## config.mk

```make
export PLATFORM = sky130hd
export DESIGN_NAME = djb2_rewind
export DESIGN_NICKNAME = d
export VERILOG_FILES = /design/src/rtl/djb2_rewind.sv
export SDC_FILE = /design/constraint.sdc
export NUM_CORES = 1
export LEC_CHECK = 0
export ABC_CLOCK_PERIOD_IN_PS = 9100
export BUFFER_PORTS_ARGS = -buffer_cell sky130_fd_sc_hd__buf_4
export CAP_MARGIN = 20
export CELL_PAD_IN_SITES_DETAIL_PLACEMENT = 0
export CELL_PAD_IN_SITES_GLOBAL_PLACEMENT = 1
export CORE_MARGIN = 2
export CORE_UTILIZATION = 52
export DETAILED_ROUTE_END_ITERATION = 12
export PLACE_DENSITY_LB_ADDON = 0.15
export SYNTH_ARGS = -nofsm -noshare
export SYNTH_HDL_FRONTEND = slang
export SYNTH_SLANG_ARGS = --single-unit
```

## constraint.sdc

```tcl
create_clock -name clock -period 9.1 [get_ports clock]
set_clock_uncertainty 0.05 [all_clocks]
set_input_delay 1.82 -clock clock [delete_from_list [all_inputs] [get_ports clock]]
set_output_delay 1.82 -clock clock [all_outputs]
set_load 0.005 [all_outputs]
```

## src/rtl/djb2_rewind.sv

```systemverilog
// Rewinds a DJB2 hash byte-by-byte (bytes presented last-to-first) and reports whether INIT is recovered.
// One byte per cycle while in RUN; done/match/error are a one-cycle pulse in DONE.
module djb2_rewind #(
    parameter logic [31:0] INIT   = 32'd5381,
    parameter logic [15:0] MAXLEN = 16'd255
) (
    input  logic        clock,
    input  logic        resetn,
    input  logic        start,
    input  logic [31:0] target,
    input  logic        in_valid,
    input  logic [7:0]  in_data,
    input  logic        in_last,
    output logic        in_ready,
    output logic [31:0] state,
    output logic [15:0] count,
    output logic        done,
    output logic        match,
    output logic        error
);

    // Multiplicative inverse of 33 modulo 2^32
    localparam logic [31:0] INV33 = 32'h3E0F83E1;

    typedef enum logic [1:0] {S_IDLE, S_RUN, S_DONE} fsm_t;

    fsm_t        fsm_q, fsm_d;
    logic [31:0] state_q, state_d;
    logic [15:0] count_q, count_d;
    logic        err_q, err_d;
    logic        accept;
    logic [31:0] rewound;

    assign accept  = in_valid && (fsm_q == S_RUN);
    assign rewound = (state_q ^ {24'b0, in_data}) * INV33;

    always_ff @(posedge clock or negedge resetn) begin
        if (!resetn) begin
            fsm_q   <= S_IDLE;
            state_q <= INIT;
            count_q <= 16'd0;
            err_q   <= 1'b0;
        end else begin
            fsm_q   <= fsm_d;
            state_q <= state_d;
            count_q <= count_d;
            err_q   <= err_d;
        end
    end

    always_comb begin
        fsm_d   = fsm_q;
        state_d = state_q;
        count_d = count_q;
        err_d   = err_q;
        case (fsm_q)
            S_IDLE: begin
                if (start) begin
                    state_d = target;
                    count_d = 16'd0;
                    fsm_d   = S_RUN;
                end
            end
            S_RUN: begin
                // start wins over a byte offered in the same cycle
                if (start) begin
                    state_d = target;
                    count_d = 16'd0;
                end else if (accept) begin
                    if (count_q == MAXLEN) begin
                        fsm_d = S_DONE;
                        err_d = 1'b1;
                    end else begin
                        state_d = rewound;
                        count_d = count_q + 16'd1;
                        if (in_last) begin
                            fsm_d = S_DONE;
                            err_d = 1'b0;
                        end
                    end
                end
            end
            S_DONE: begin
                if (start) begin
                    state_d = target;
                    count_d = 16'd0;
                    fsm_d   = S_RUN;
                end else begin
                    fsm_d = S_IDLE;
                end
            end
            default: fsm_d = S_IDLE;
        endcase
    end

    assign in_ready = (fsm_q == S_RUN);
    assign done     = (fsm_q == S_DONE);
    // An overflowed job never reports a match, even if state happens to equal INIT
    assign match    = done && !err_q && (state_q == INIT);
    assign error    = done && err_q;
    assign state    = state_q;
    assign count    = count_q;

endmodule

```

# Word level (Yosys, flattened, before mapping)
# Index checks and enable logic that the tools add are counted.
[op_classes]
eq_ne = 11
reduce_logical = 12
mul = 1
n_addsub = 1
bitwise_logic = 2
muxes = 19
[ops]
columns = ["operator", "count"]
rows = [
  ["32-bit two-way mux", 4],
  ["16-bit two-way mux", 4],
  ["32-bit case mux with 2 select lines", 1],
  ["32-bit by 13-bit equality test with 1-bit output (second input constant)", 1],
  ["32-bit by 30-bit multiplier with 32-bit output (second input constant)", 1],
  ["16-bit case mux with 2 select lines", 1],
  ["32-bit by 8-bit bitwise XOR with 32-bit output", 1],
  ["16-bit by 1-bit adder with 16-bit output (second input constant)", 1],
  ["16-bit by 8-bit equality test with 1-bit output (second input constant)", 1],
  ["4-bit AND reduction", 3],
  ["2-bit two-way mux", 5],
  ["3-bit by 2-bit inequality test with 1-bit output (second input constant)", 2],
  ["2-bit case mux with 3 select lines", 1],
  ["1-bit logical AND", 4],
  ["2-bit by 1-bit inequality test with 1-bit output (second input constant)", 2],
  ["2-bit inequality test (second input constant)", 2],
  ["2-bit nonzero test", 2],
  ["1-bit two-way mux", 3],
  ["3-bit inequality test (second input constant)", 1],
  ["2-bit by 1-bit equality test with 1-bit output (second input constant)", 1],
  ["2-bit equality test (second input constant)", 1],
  ["2-bit zero test", 1],
  ["2-bit OR reduction", 1],
  ["1-bit zero test", 1],
  ["1-bit inverter", 1],
]
[word_totals]
input_bits = 45
register_bits = 51

# Longest topological paths before layout
# Gate-level depths: netlist of the first run.
[logic_depth]
word_depth = 6
ltp_mapped = 25

# Worst setup path after synthesis of the first run
# OpenSTA, ideal clock, no wires.
[synth_timing]
kind = "input-to-reg"
start = "input port in_data[6]"
end = "register state_q[30] (netlist: state[30])"
slack_ns = 1.531
setup_time_ns = 0.069
arrival_ns = 7.450
required_ns = 8.981
cell_stages = 20
path_cell_list = "xor2_1 inv_1 fa_1 fa_1 inv_1 ha_1 fa_1 fa_1 fa_1 fa_1 ha_1 ha_1 a21o_1 a21oi_1 nor2_1 a211o_1 a41oi_2 o21ai_2 a311o_1 nand3_1"
[synth_between]
elab_chain_len = 6
[synth_lines]
columns = ["element", "line_no", "source"]
rows = [
  ["from (decl)", "12", "input logic [7:0] in_data,"],
  ["32-bit by 8-bit bitwise XOR with 32-bit output", "35", "assign rewound = (state_q ^ {24'b0, in_data}) * INV33;"],
  ["32-bit by 30-bit multiplier with 32-bit output", "35", ""],
  ["32-bit two-way mux", "70", "if (count_q == MAXLEN) begin"],
  ["32-bit two-way mux", "69", "end else if (accept) begin"],
  ["32-bit two-way mux", "66", "if (start) begin"],
  ["32-bit case mux with 2 select lines", "56", "case (fsm_q)"],
  ["to (signal assigned)", "45", "state_q <= state_d;"],
  ["to (decl)", "28", "logic [31:0] state_q, state_d;"],
]
# Every way passes these cells. The select of a mux whose other input is x is not followed.
# A chain may end at the register's enable or synchronous reset.

# Worst setup path in the final report of the first run
[layout_timing]
start = "input port in_data[2]"
end = "register state_q[21] (netlist: state[21])"
# The elaborated chain is that of the path after synthesis.

==> results.txt, run 1 <==
The number of hold violations in the final report came to 0. The register clock-pin slew on the reported worst setup and hold paths is 80 ps. The peak clock frequency supported by timing came out at 128 MHz.

The relative slew slack is 51.9%. The number of optimization iterations in the first detailed-route pass is 5. The kind of critical path is in2reg. Global routing finished with a remaining overflow of 0.

Multiplexer cells account for 0.116% of the synthesized area. The net count after synthesis came out at 1353. By area, the combinational part of the netlist is dominated by adder cells. The number of buffers added to fix hold violations after cts is 0.

The remaining antenna violation count after routing came out at 0. The number of antenna violations at the first check in global routing is 0. The detailed-route via count is between 7000 and 8000. In this run, synthesis inferred 0 flip-flops with an integrated enable. The repair_antennas step left the layout with diodes totalling 0. STA classifies the critical path startpoint as an input pin. The die boundary height is ~140 um. During placement, the flow inserted port buffers numbering 96. The critical-path maximum fanout came out at 4. The worst hold slack came out at roughly 470 ps. The post-synth design cell area is 9730 um2. The global-route wire length before repair is 44.6 mm. In this run the deepest clock path goes through 2 buffers. The max-slew violation count came to 0. Counting the fill cells in the layout gives 1688.

In the final layout, the share of cells above drive strength 1 is 12.7%. The post-CTS setup repair buffer count is 0. The root buffer cell is sky130_fd_sc_hd__clkbuf_16. The largest area contributor in the netlist is sky130_fd_sc_hd__fa_1. Setup violations remaining at the end of the flow were counted as 0. The residual DRC count came out at 0. The initialized floorplan defines 50 standard-cell rows.

The number of buffers created by CTS came out at 5. The number of global-route vias before repair is 7733. The arithmetic-cell share of the synthesized area counting full adders, half adders and majority gates is between 50% and 60%. The share of the synthesized area in the top cell type is 30.4%. A synthesized cell averages 9.98 um2. The flow ran to the end, and the final reports show no timing, DRC or antenna violations. The relative area change from synthesis to final layout came out at 12.0%. The met2 layer wire length in the routed design is approximately 13 mm. The half-perimeter wire length after detailed placement is 24.4 mm.

The final worst-path cycle share is 86.2%. Synthesis produced a netlist whose cell count is 975. The simple-gate area share of the yosys netlist came out at under 10%.

The required time reported for the critical path endpoint is 9270 ps. The XOR/XNOR share of the synthesized area is 6.75%. The all-layer global routing usage came out at approximately 30%. The final critical path time including I/O delays and setup came out at 7840 ps. The number of distinct standard cells referenced by the synthesized netlist came out at 60.

The sequential cells in the finished layout cover a total of about 1300 um2. The total die area came out at 19800 um2. The arrival time of the worst setup path came out at 8010 ps.

For this design, the sink count on the clock tree is 51. The floorplan step set the die width to approximately 140 um. The setup TNS came out at 0 ps. Sequential elements use 13.2% of the synthesized area. At the later pin of the worst-skew pair, clock insertion delay measures 300 ps.

The H-tree was split into 2 levels. The cell type of the slowest stage on the worst timing path is sky130_fd_sc_hd__fa_1. The uppermost metal layer occupied by signal nets is met4. The aggregate routed wire length came out at 28.3 mm. STA classifies the critical path endpoint as a flip-flop. The highest cell delay on the worst timing path came out at 540 ps. Once placement completed, the tool counted placed cells totaling 1299.

Among all flip-flop cells after synthesis, the most frequent one is sky130_fd_sc_hd__dfrtp_1. The final layout contains 1451 nets. The amount of wire on met3 after detailed routing came out at between 1.5 and 2 mm. The transition time of the tightest slew-check pin came out at just over 700 ps. The average wire per standard cell came out at roughly 22 um. The count of placed standard cells in the final layout, fillers left out came out at 1308.

The share of the synthesized area in compound gates (AO/OA/AOI/OAI) is 7.83%. Traced cell by cell, the critical path runs through buf_4 > xor2_1 > inv_1 > fa_1 > inv_1 > ha_1 > inv_1 > fa_1 > inv_1 > fa_1 > ha_1 > ha_1 > fa_1 > ha_1 > inv_1 > fa_1 > nor2b_1 > o21ai_1 > a21boi_0 > o21ai_0 > o21bai_1 > a211oi_1 > or3_1 > a22oi_1. The tightest min-delay check is of the reg2reg type. The largest net degree at the start of global routing is 52. The I/O pin count came out at 97. In the post-synthesis netlist, the biggest area contributors are sky130_fd_sc_hd__fa_1 30%, sky130_fd_sc_hd__ha_1 24%, sky130_fd_sc_hd__dfrtp_1 12%. The share of synthesized flip-flops with an asynchronous set or reset is 100%. The initial utilization of the core area, before any placement, comes to between 50% and 60%. The register bit total from synthesis is 51. The TritonCTS clock tree is built.

The ratio of routed vias to standard cells is 5.46. The number of DRC violations after detailed-routing iteration 0 is 335. The routability congestion estimate from global placement is 0.913. The max capacitance violation total is 0.

The wire length on met1 is between 10 and 15 mm. The post-cts resize count is 0. Summing all multi-input logic gate instances after layout gives 7520 um2. The Yosys warning count is 0. Setup repair after global routing left no endpoint under its margin. The core outline area came out at 18500 um2.
-- metrics by stage --
step	area, um2	setup WS (ps)	utilization, %
finish	10900	1260	58.9
floorplan	9730	1530	-
CTS	10900	1320	58.8
global placement	10700	1100	58.0
detailed placement	10700	1020	58.0
global route	10900	944	58.9
-- synth_stat cells, types with 7 or more instances --
library cell / instances
sky130_fd_sc_hd__nand3_1: 10
sky130_fd_sc_hd__fa_1: 148
sky130_fd_sc_hd__nand2_1: 37
sky130_fd_sc_hd__nor2b_1: 10
sky130_fd_sc_hd__nor3_1: 14
sky130_fd_sc_hd__a211oi_1: 8
sky130_fd_sc_hd__xor2_1: 23
sky130_fd_sc_hd__inv_1: 226
sky130_fd_sc_hd__a21o_1: 9
sky130_fd_sc_hd__xnor2_1: 52
sky130_fd_sc_hd__nor2_1: 51
sky130_fd_sc_hd__a21oi_1: 34
sky130_fd_sc_hd__dfrtp_1: 46
sky130_fd_sc_hd__clkbuf_1: 10
sky130_fd_sc_hd__ha_1: 185
sky130_fd_sc_hd__o21ai_0: 17
sky130_fd_sc_hd__nand4_1: 7
-- final cells by class --
type,instances,share of cell area [%]
clock inverters,2,0.126
well taps,234,2.69
flip-flops and latches,51,11.8
multi-input cells,682,69.0
clock buffers,6,1.27
repair buffers,107,7.37
inverters,226,7.78
-- layout by cell type, fill, tap and decap left out, types with 10 or more instances in the layout --
master / Yosys / final
sky130_fd_sc_hd__buf_4: 0 / 107
sky130_fd_sc_hd__fa_1: 148 / 148
sky130_fd_sc_hd__inv_1: 226 / 226
sky130_fd_sc_hd__nand3_1: 10 / 10
sky130_fd_sc_hd__xor2_1: 23 / 23
sky130_fd_sc_hd__nor2_1: 51 / 51
sky130_fd_sc_hd__xnor2_1: 52 / 52
sky130_fd_sc_hd__nor3_1: 14 / 14
sky130_fd_sc_hd__nand2_1: 37 / 37
sky130_fd_sc_hd__nor2b_1: 10 / 10
sky130_fd_sc_hd__o21ai_0: 17 / 17
sky130_fd_sc_hd__dfrtp_1: 46 / 46
sky130_fd_sc_hd__a21oi_1: 34 / 34
sky130_fd_sc_hd__ha_1: 185 / 185
-- critical path, delay by kind of cell --
| family | cells | cell delay [ps] |
|---|---|---|
| fa+ha+maj | 9 | 3540 |
| compound gates | 6 | 1130 |
| buf+inv | 6 | 580 |
| simple gates | 2 | 560 |
| xor+xnor | 1 | 370 |
-- final timing paths --
kind / start / to / slack (ps) / cells after the start
min reg2reg: fsm_q[1] / fsm_q[0] / 470 / 1
min: fsm_q[1] / fsm_q[0] / 470 / 1
max in group asynchronous: resetn / state[7] / 7000 / 1
max reg2reg: state[9] / state[30] / 2230 / 22
max: in_data[2] / state[21] / 1260 / 24
min in group asynchronous: resetn / state[3] / 1520 / 1
-- per-layer routing --
metal	global-route usage, %	vias to the layer above
met2	50.3	199
met5	0	-
met1	41.0	3577
met4	9.68	0
li1	-	3324
met3	4.96	37
-- cell families (layout without fill, tap and decap cells) --
family,count (synthesis),in the layout
compound gates,112,112
xor+xnor,75,75
fa+ha+maj,333,333
buf+inv,242,341
flops,51,51
mux,1,1
simple gates,161,161
-- flip-flops by register name, summed over array words and instances, names as in the netlist --
name / cells
state: 32
count: 16
fsm_q: 2
err_q: 1
Power of run 1 is not shown: default switching activity piles up to over one toggle a cycle in this logic, so the estimate is an artifact.
==> run 2: changes to the inputs <==
- RECOVER_POWER: unset -> 50
- REMOVE_ABC_BUFFERS: unset -> 1
- TNS_END_PERCENT: unset -> 5
==> results.txt, run 2 (synthesized netlist as in run 1, its figures left out) <==
The number of diodes came to 0 (unchanged). The post-CTS setup repair buffer count came out at 0 (unchanged). The half-perimeter wire length after detailed placement was 22.2 mm (-9.0%).

The detailed-route via count came out at 7107 (-0.42%). The residual DRC count came out at 0 (unchanged). The routability congestion estimate from global placement is 0.928 (+1.7%). The startpoint identified for the worst register-to-register timing path is state[4]. The number of DRC violations after detailed-routing iteration 0 is 397 (+19%).

The library cells used most frequently in the layout, excluding fill and tap cells, are 226 x sky130_fd_sc_hd__inv_1, 185 x sky130_fd_sc_hd__ha_1, 148 x sky130_fd_sc_hd__fa_1. The critical-path maximum fanout is 6 (+2). The kind of critical path is in2reg. The count of placed standard cells in the final layout, fillers left out came out at 1307 (-0.076%). The depth of the CTS H-tree came out at 2 (unchanged). The number of antenna violations at the first check in global routing was 0 (unchanged). The largest net degree at the start of global routing came out at 52 (unchanged). The width of the chip came out at 141 um (unchanged). The root buffer cell chosen for the clock tree is sky130_fd_sc_hd__clkbuf_16. The cell depth of the worst flop-to-flop path is 20 (-9.1%).

The average wire per standard cell is 20.3 um (-6.1%). The final critical path time including I/O delays and setup was 8040 ps (+196 ps). By instance count, the cell type seen most on the critical path is sky130_fd_sc_hd__fa_1. The critical path capture point type is a flip-flop. The number of sinks handled by clock tree synthesis came to 51 (unchanged). The proportion of layout cells with a drive suffix above 1 is 12.0% (-0.64 points). The ratio of routed vias to standard cells came out at 5.44 (-0.34%). The count of final setup violators is 0 (unchanged).

The aggregate routed wire length is 26.6 mm (-6.2%). The setup TNS is 0 ps (unchanged). The setup slack of the critical path after layout came to 1060 ps (-196 ps). The later-pin clock latency in the skew report came out at 320 ps (+20 ps).

The register-to-register setup slack is 2130 ps (-100 ps). The max capacitance violation total came out at 1 (+1). The I/O pin count came out at 97 (unchanged). The die boundary height came to 141 um (unchanged). The final worst-path cycle share came out at 88.3% (+2.2 points). The number of instances on the worst hold path is 1 (unchanged). The type of the tightest min-delay check is reg2reg. The worst slack after detailed placement is 727 ps (-290 ps). The global-route wire length before repair was 42.4 mm (-4.9%). The final reports fail on max-capacitance violations, max-slew violations. The floorplan row count is 50 (unchanged).

The number of flip-flops in the largest register came out at 32 (unchanged). The worst-case hold path end point is fsm_q[0]. The critical path goes through buf_4 > xor2_1 > inv_1 > fa_1 > fa_1 > inv_1 > ha_1 > fa_1 > fa_1 > fa_1 > fa_1 > ha_1 > ha_1 > nand2_1 > nor2_1 > o2111ai_1 > o21ai_1 > a41oi_1 > o21ai_1 > xnor2_1 > o21ai_0. The highest cell delay on the worst timing path came to 570 ps (+30 ps). The transition time of the tightest slew-check pin came out at 3150 ps (+2430 ps).

The maximum buffer depth of the clock tree came to 2 (unchanged). The arrival time of the worst setup path came out at 8190 ps (+180 ps). In this design, the largest share of critical-path delay is due to adder cells. The run finished, with violations left. The critical path startpoint is in_data[4]. The sum of buffers and inverters on the critical path is 3 (-3). The initial cell density of the core is 52.6% (unchanged). The startpoint of the lowest-slack hold path is fsm_q[1]. The number of global-route vias before repair came out at 7484 (-3.2%). The number of buffers added to fix hold violations after cts is 0 (unchanged).

Setup repair after global routing left no endpoint under its margin. The post-cts resize count was 0 (unchanged). The core outline area is 18500 um2 (unchanged). The register clock-pin slew on the reported worst setup and hold paths is 90 ps (about the same). The relative slew slack is -110% (-160 points). The cell count after placement is 1299 (unchanged). The post-route cell area came out at 10900 um2 (-0.38%). The all-layer global routing usage is 28.6% (-1.7 points). The number of optimization iterations in the first detailed-route pass came out at 5 (unchanged). The cell type of the slowest stage on the worst timing path is sky130_fd_sc_hd__fa_1. The required time reported for the critical path endpoint is 9250 ps (-20 ps). The peak clock frequency supported by timing is 124 MHz (-2.4%).

The count of port buffers added during placement came out at 96 (unchanged). The number of hold violations in the final report came out at 0 (unchanged). The library cell used most frequently in the layout, excluding fill and tap cells, is sky130_fd_sc_hd__inv_1. The number of buffers created by CTS came to 5 (unchanged). The net count of the finished layout came to 1450 (-0.069%).

The total overflow reported by the global router is 0 (unchanged). The TritonCTS clock tree is built. The max-slew violation count is 52 (+52). The remaining antenna violation count after routing came out at 0 (unchanged). STA classifies the critical path startpoint as an input pin.

Compared with the post-synthesis result, the final layout area differs by 11.5%. The total die area is 19800 um2 (unchanged). The worst register-to-register path ends at state[31]. The placed standard-cell area is 10700 um2 (unchanged).
-- run 2: changes by cell type in the layout (fill, tap and decap cells not counted), moves of 2 or more --
cell                       delta
sky130_fd_sc_hd__clkbuf_4    +19
sky130_fd_sc_hd__clkbuf_1     +4
sky130_fd_sc_hd__buf_4       -24
sky130_fd_sc_hd__clkinv_4     +2
-- run 2: cell type report --
| cell class | instances | area [um2] |
|---|---|---|
| fillers | 1680 | 7660 |
| inverters | 226 | 848 |
| repair buffers | 106 | 781 |
| clock buffers | 5 | 125 |
| clock inverters | 3 | 28.8 |
| multi-input cells | 682 | 7500 |
| well taps | 234 | 293 |
| flip-flops and latches | 51 | 1280 |
-- run 2: metrics by stage --
step | util [%] | hold WS [ps]
2_1_floorplan | - | 425
3_3_place_gp | 57.9 | 459
3_5_place_dp | 58.0 | 457
4_1_cts | 58.8 | 472
5_1_grt | 58.6 | 511
6_report | 58.6 | 477
-- run 2: worst max path at each step --
stage	to	slack, ps	cells after the start
final	state[31]	1060	21
after CTS	state[31]	1070	21
after global routing	state[31]	790	21
after detailed placement	state[31]	730	21
after global placement	state[31]	820	21
after floorplan	state[30]	1530	20
-- run 2: worst register-to-register path: stages, from the launching register on --
cell	delay, ps
sky130_fd_sc_hd__dfrtp_1	520
sky130_fd_sc_hd__xor2_1	450
sky130_fd_sc_hd__inv_1	180
sky130_fd_sc_hd__fa_1	530
sky130_fd_sc_hd__fa_1	570
sky130_fd_sc_hd__inv_1	50
sky130_fd_sc_hd__ha_1	230
sky130_fd_sc_hd__fa_1	400
sky130_fd_sc_hd__fa_1	470
sky130_fd_sc_hd__fa_1	540
sky130_fd_sc_hd__fa_1	500
sky130_fd_sc_hd__ha_1	310
sky130_fd_sc_hd__ha_1	390
sky130_fd_sc_hd__nand2_1	100
sky130_fd_sc_hd__nor2_1	280
sky130_fd_sc_hd__o2111ai_1	170
sky130_fd_sc_hd__o21ai_1	400
sky130_fd_sc_hd__a41oi_1	250
sky130_fd_sc_hd__o21ai_1	240
sky130_fd_sc_hd__xnor2_1	140
sky130_fd_sc_hd__o21ai_0	90
-- run 2: per-layer routing --
layer | track usage [%] | vias to the layer above | part of all wire, %
met2 | 45.6 | 204 | 46
li1 | - | 3319 | -
met5 | 0 | - | 0
met1 | 41.0 | 3557 | 46
met4 | 5.95 | 0 | 2.0
met3 | 5.71 | 27 | 6.1
Power of run 2 is left out for the same reason.
==> run 3: changes to the inputs <==
- ABC_AREA: unset -> 1
- CORE_UTILIZATION: 52 -> 51
==> results.txt, run 3 <==
The sum of buffers and inverters on the critical path is 7 (+4). The count of port buffers added during placement came out at 96 (unchanged). The max capacitance violation total is 1 (unchanged). The number of optimization iterations in the first detailed-route pass is 5 (unchanged). Leaving out fill and tap cells, the most frequent cell in the layout is sky130_fd_sc_hd__inv_1. The number of global-route vias before repair came out at 8371 (+12%). The number of distinct standard cells referenced by the synthesized netlist is 41 (-32%). The setup TNS came to 0 ps (unchanged). The final worst-path cycle share is 89.1% (+0.75 points). The checks that failed: max-capacitance violations, max-slew violations. The required time reported for the critical path endpoint came to 9250 ps (about the same). The Yosys warning count came out at 0 (unchanged). The number of diodes was 0 (unchanged).

The proportion of layout cells with a drive suffix above 1 is 10.4% (-1.7 points). The path class of the tightest hold or removal check is reg2reg. The most numerous cell type found on the critical path is sky130_fd_sc_hd__fa_1. The critical path goes through buf_4 > xnor2_1 > inv_1 > fa_1 > fa_1 > inv_1 > fa_1 > fa_1 > fa_1 > inv_1 > fa_1 > inv_1 > fa_1 > inv_1 > ha_1 > ha_1 > inv_1 > nor4_1 > nand3_1 > nand3_1 > o21ai_0 > a21oi_1 > o21ai_0. The largest net degree at the start of global routing was 52 (unchanged).

The routability congestion estimate from global placement was 0.946 (+1.9%). The share of synthesized flip-flops with an asynchronous set or reset came to 100% (unchanged). The number of flip-flops in the largest register came out at 32 (unchanged). The number of instances on the worst hold path was 1 (unchanged). The relative slew slack came out at -111% (-1.2 points). The post-CTS setup repair buffer count came out at 0 (unchanged).

The net count of the finished layout came out at 1661 (+15%). The arithmetic-cell share of the synthesized area counting full adders, half adders and majority gates is 51.6% (-2.6 points). The share of cell area taken by muxes after synthesis came out at 0% (-0.12 points).

The dominant cell by count in the synthesized netlist is sky130_fd_sc_hd__inv_1. The max-slew violation count is 52 (unchanged). The flow ran to the end, but the final reports show violations. The post-synth design cell area is 10200 um2 (+5.0%). The critical-path maximum fanout is 6 (unchanged). The share of the synthesized area in the top cell type came to 29.0% (-1.5 points). The number of sinks handled by clock tree synthesis came out at 51 (unchanged). The number of enable flip-flop cells after synthesis came to 0 (unchanged).

By startpoint and endpoint, the worst setup path is classified as in2reg. The most used flip-flop cell after synthesis is sky130_fd_sc_hd__dfrtp_1. The count of final setup violators is 0 (unchanged).

The total overflow reported by the global router is 0 (unchanged). The highest cell delay on the worst timing path is 770 ps (+200 ps). The arrival time of the worst setup path is 8250 ps (+60 ps).

The half-perimeter wire length after detailed placement is 24.7 mm (+11%). The top cell types in the final layout, fill and taps aside, are 298 x sky130_fd_sc_hd__inv_1, 185 x sky130_fd_sc_hd__ha_1, 172 x sky130_fd_sc_hd__nand2_1. The floorplan row count came out at 51 (+2.0%).

The final core area utilization is 58.2% (-0.45 points). The XOR/XNOR share of the synthesized area was 2.48% (-4.3 points). The depth of the critical timing path with buffers and inverters included came to 23 (+9.5%). The die boundary height came out at 146 um (+3.4%). The startpoint type of the worst setup path is an input pin. The width of the chip came to 146 um (+3.4%). The aggregate routed wire length came out at 28.7 mm (+7.9%). The root buffer cell is sky130_fd_sc_hd__clkbuf_16. The final critical path time including I/O delays and setup came out at 8110 ps (+67.8 ps). The sequential-to-total area share from yosys stat was 12.5% (-0.63 points). The detailed-route via count came to 8018 (+13%). The number of buffers created by CTS came out at 5 (unchanged).

The number of hold violations in the final report came out at 0 (unchanged). The worst slack after detailed placement was 720 ps (-6.64 ps). TritonCTS built the clock tree. The number of antenna violations at the first check in global routing is 0 (unchanged).

The initial cell density of the core came out at 52.2% (-0.37 points). The peak clock frequency supported by timing is 123 MHz (-0.84%). The relative area change from synthesis to final layout is 11.5% (about the same). The remaining antenna violation count after routing is 0 (unchanged). The cell count after synthesis came out at 1191 (+22%). The average wire per standard cell came out at 18.5 um (-9.0%). The critical path capture point type is a flip-flop. The per-instance average area after synthesis is 8.59 um2 (-14%). The depth of the CTS H-tree came out at 2 (unchanged). The register clock-pin slew on the reported worst setup and hold paths is 80 ps (about the same).

The I/O pin count came out at 97 (unchanged). The cell depth of the worst flop-to-flop path came out at 22 (+10%). The total die area is 21200 um2 (+6.9%).

Ranked by instance count, the synthesized netlist is headed by 298 x sky130_fd_sc_hd__inv_1, 185 x sky130_fd_sc_hd__ha_1, 172 x sky130_fd_sc_hd__nand2_1. The number of DRC violations after detailed-routing iteration 0 is 459 (+16%). The ratio of routed vias to standard cells came to 5.18 (-4.8%). The transition time of the tightest slew-check pin came to 3170 ps (+17.5 ps).

Ranked by total cell area, the synthesized netlist is headed by sky130_fd_sc_hd__fa_1 29%, sky130_fd_sc_hd__ha_1 23%, sky130_fd_sc_hd__dfrtp_1 11%. The share of the synthesized area in compound gates (AO/OA/AOI/OAI) is 7.98% (+0.15 points). The residual DRC count came to 0 (unchanged). The maximum buffer depth of the clock tree is 2 (unchanged). The later-pin clock latency in the skew report is 320 ps (about the same). By area, the combinational part of the netlist is dominated by adder cells. The setup slack of the critical path after layout came out at 994 ps (-67.8 ps). Setup repair after global routing left no endpoint under its margin. The register bit total from synthesis is 51 (unchanged). The core outline area came to 19600 um2 (+5.8%). The all-layer global routing usage came out at 28.8% (+0.20 points). The critical path's top delay family is adder cells. The global-route wire length before repair is 46.6 mm (+9.9%). The simple-gate area share of the yosys netlist is 13.6% (+5.3 points). The slowest stage of the critical path is the sky130_fd_sc_hd__fa_1 cell. The post-cts resize count came out at 0 (unchanged). The number of buffers added to fix hold violations after cts came out at 0 (unchanged). The largest total area in the synthesized netlist belongs to sky130_fd_sc_hd__fa_1.
==> run 3: metal layers <==
layer	up-vias	track usage (%)	share of wire, %
met1	3818	41.0	46
li1	3936	-	-
met5	-	0	0
met4	0	8.33	2.7
met3	35	5.86	6.8
met2	229	44.9	45
==> run 3: final timing paths <==
check | from | slack (ps) | to
min | fsm_q[1] | 500 | fsm_q[0]
min in group asynchronous | resetn | 2490 | state[9]
max | in_data[2] | 990 | state[30]
max in group asynchronous | resetn | 4720 | fsm_q[0]
min reg2reg | fsm_q[1] | 500 | fsm_q[0]
max reg2reg | state[2] | 2160 | state[30]
==> run 3: area by class of cell <==
type,count,area (um2)
fillers,1825,8190
clock buffers,5,125
flip-flops and latches,51,1280
well taps,265,332
repair buffers,98,732
multi-input cells,823,7740
inverters,304,1140
clock inverters,3,47.5
==> run 3: logic make-up (layout without fill, tap and decap cells) <==
| logic type | Yosys count | after routing |
|---|---|---|
| XOR/XNOR | 29 | 29 |
| buffers and inverters | 317 | 410 |
| AO/OA/AOI/OAI | 143 | 143 |
| AND/OR/NAND/NOR | 318 | 318 |
| flip-flops | 51 | 51 |
| adder cells (fa/ha/maj) | 333 | 333 |
==> run 3: stage by stage <==
stage                     area [um2]  instances  hold WS, ps
after floorplan                10200       1178          447
after global placement         11200       1541          480
after detailed placement       11200       1541          484
after CTS                      11400       1549          498
after global routing           11400       1549          523
final                          11400       1549          499
Power of run 3 is left out for the same reason.
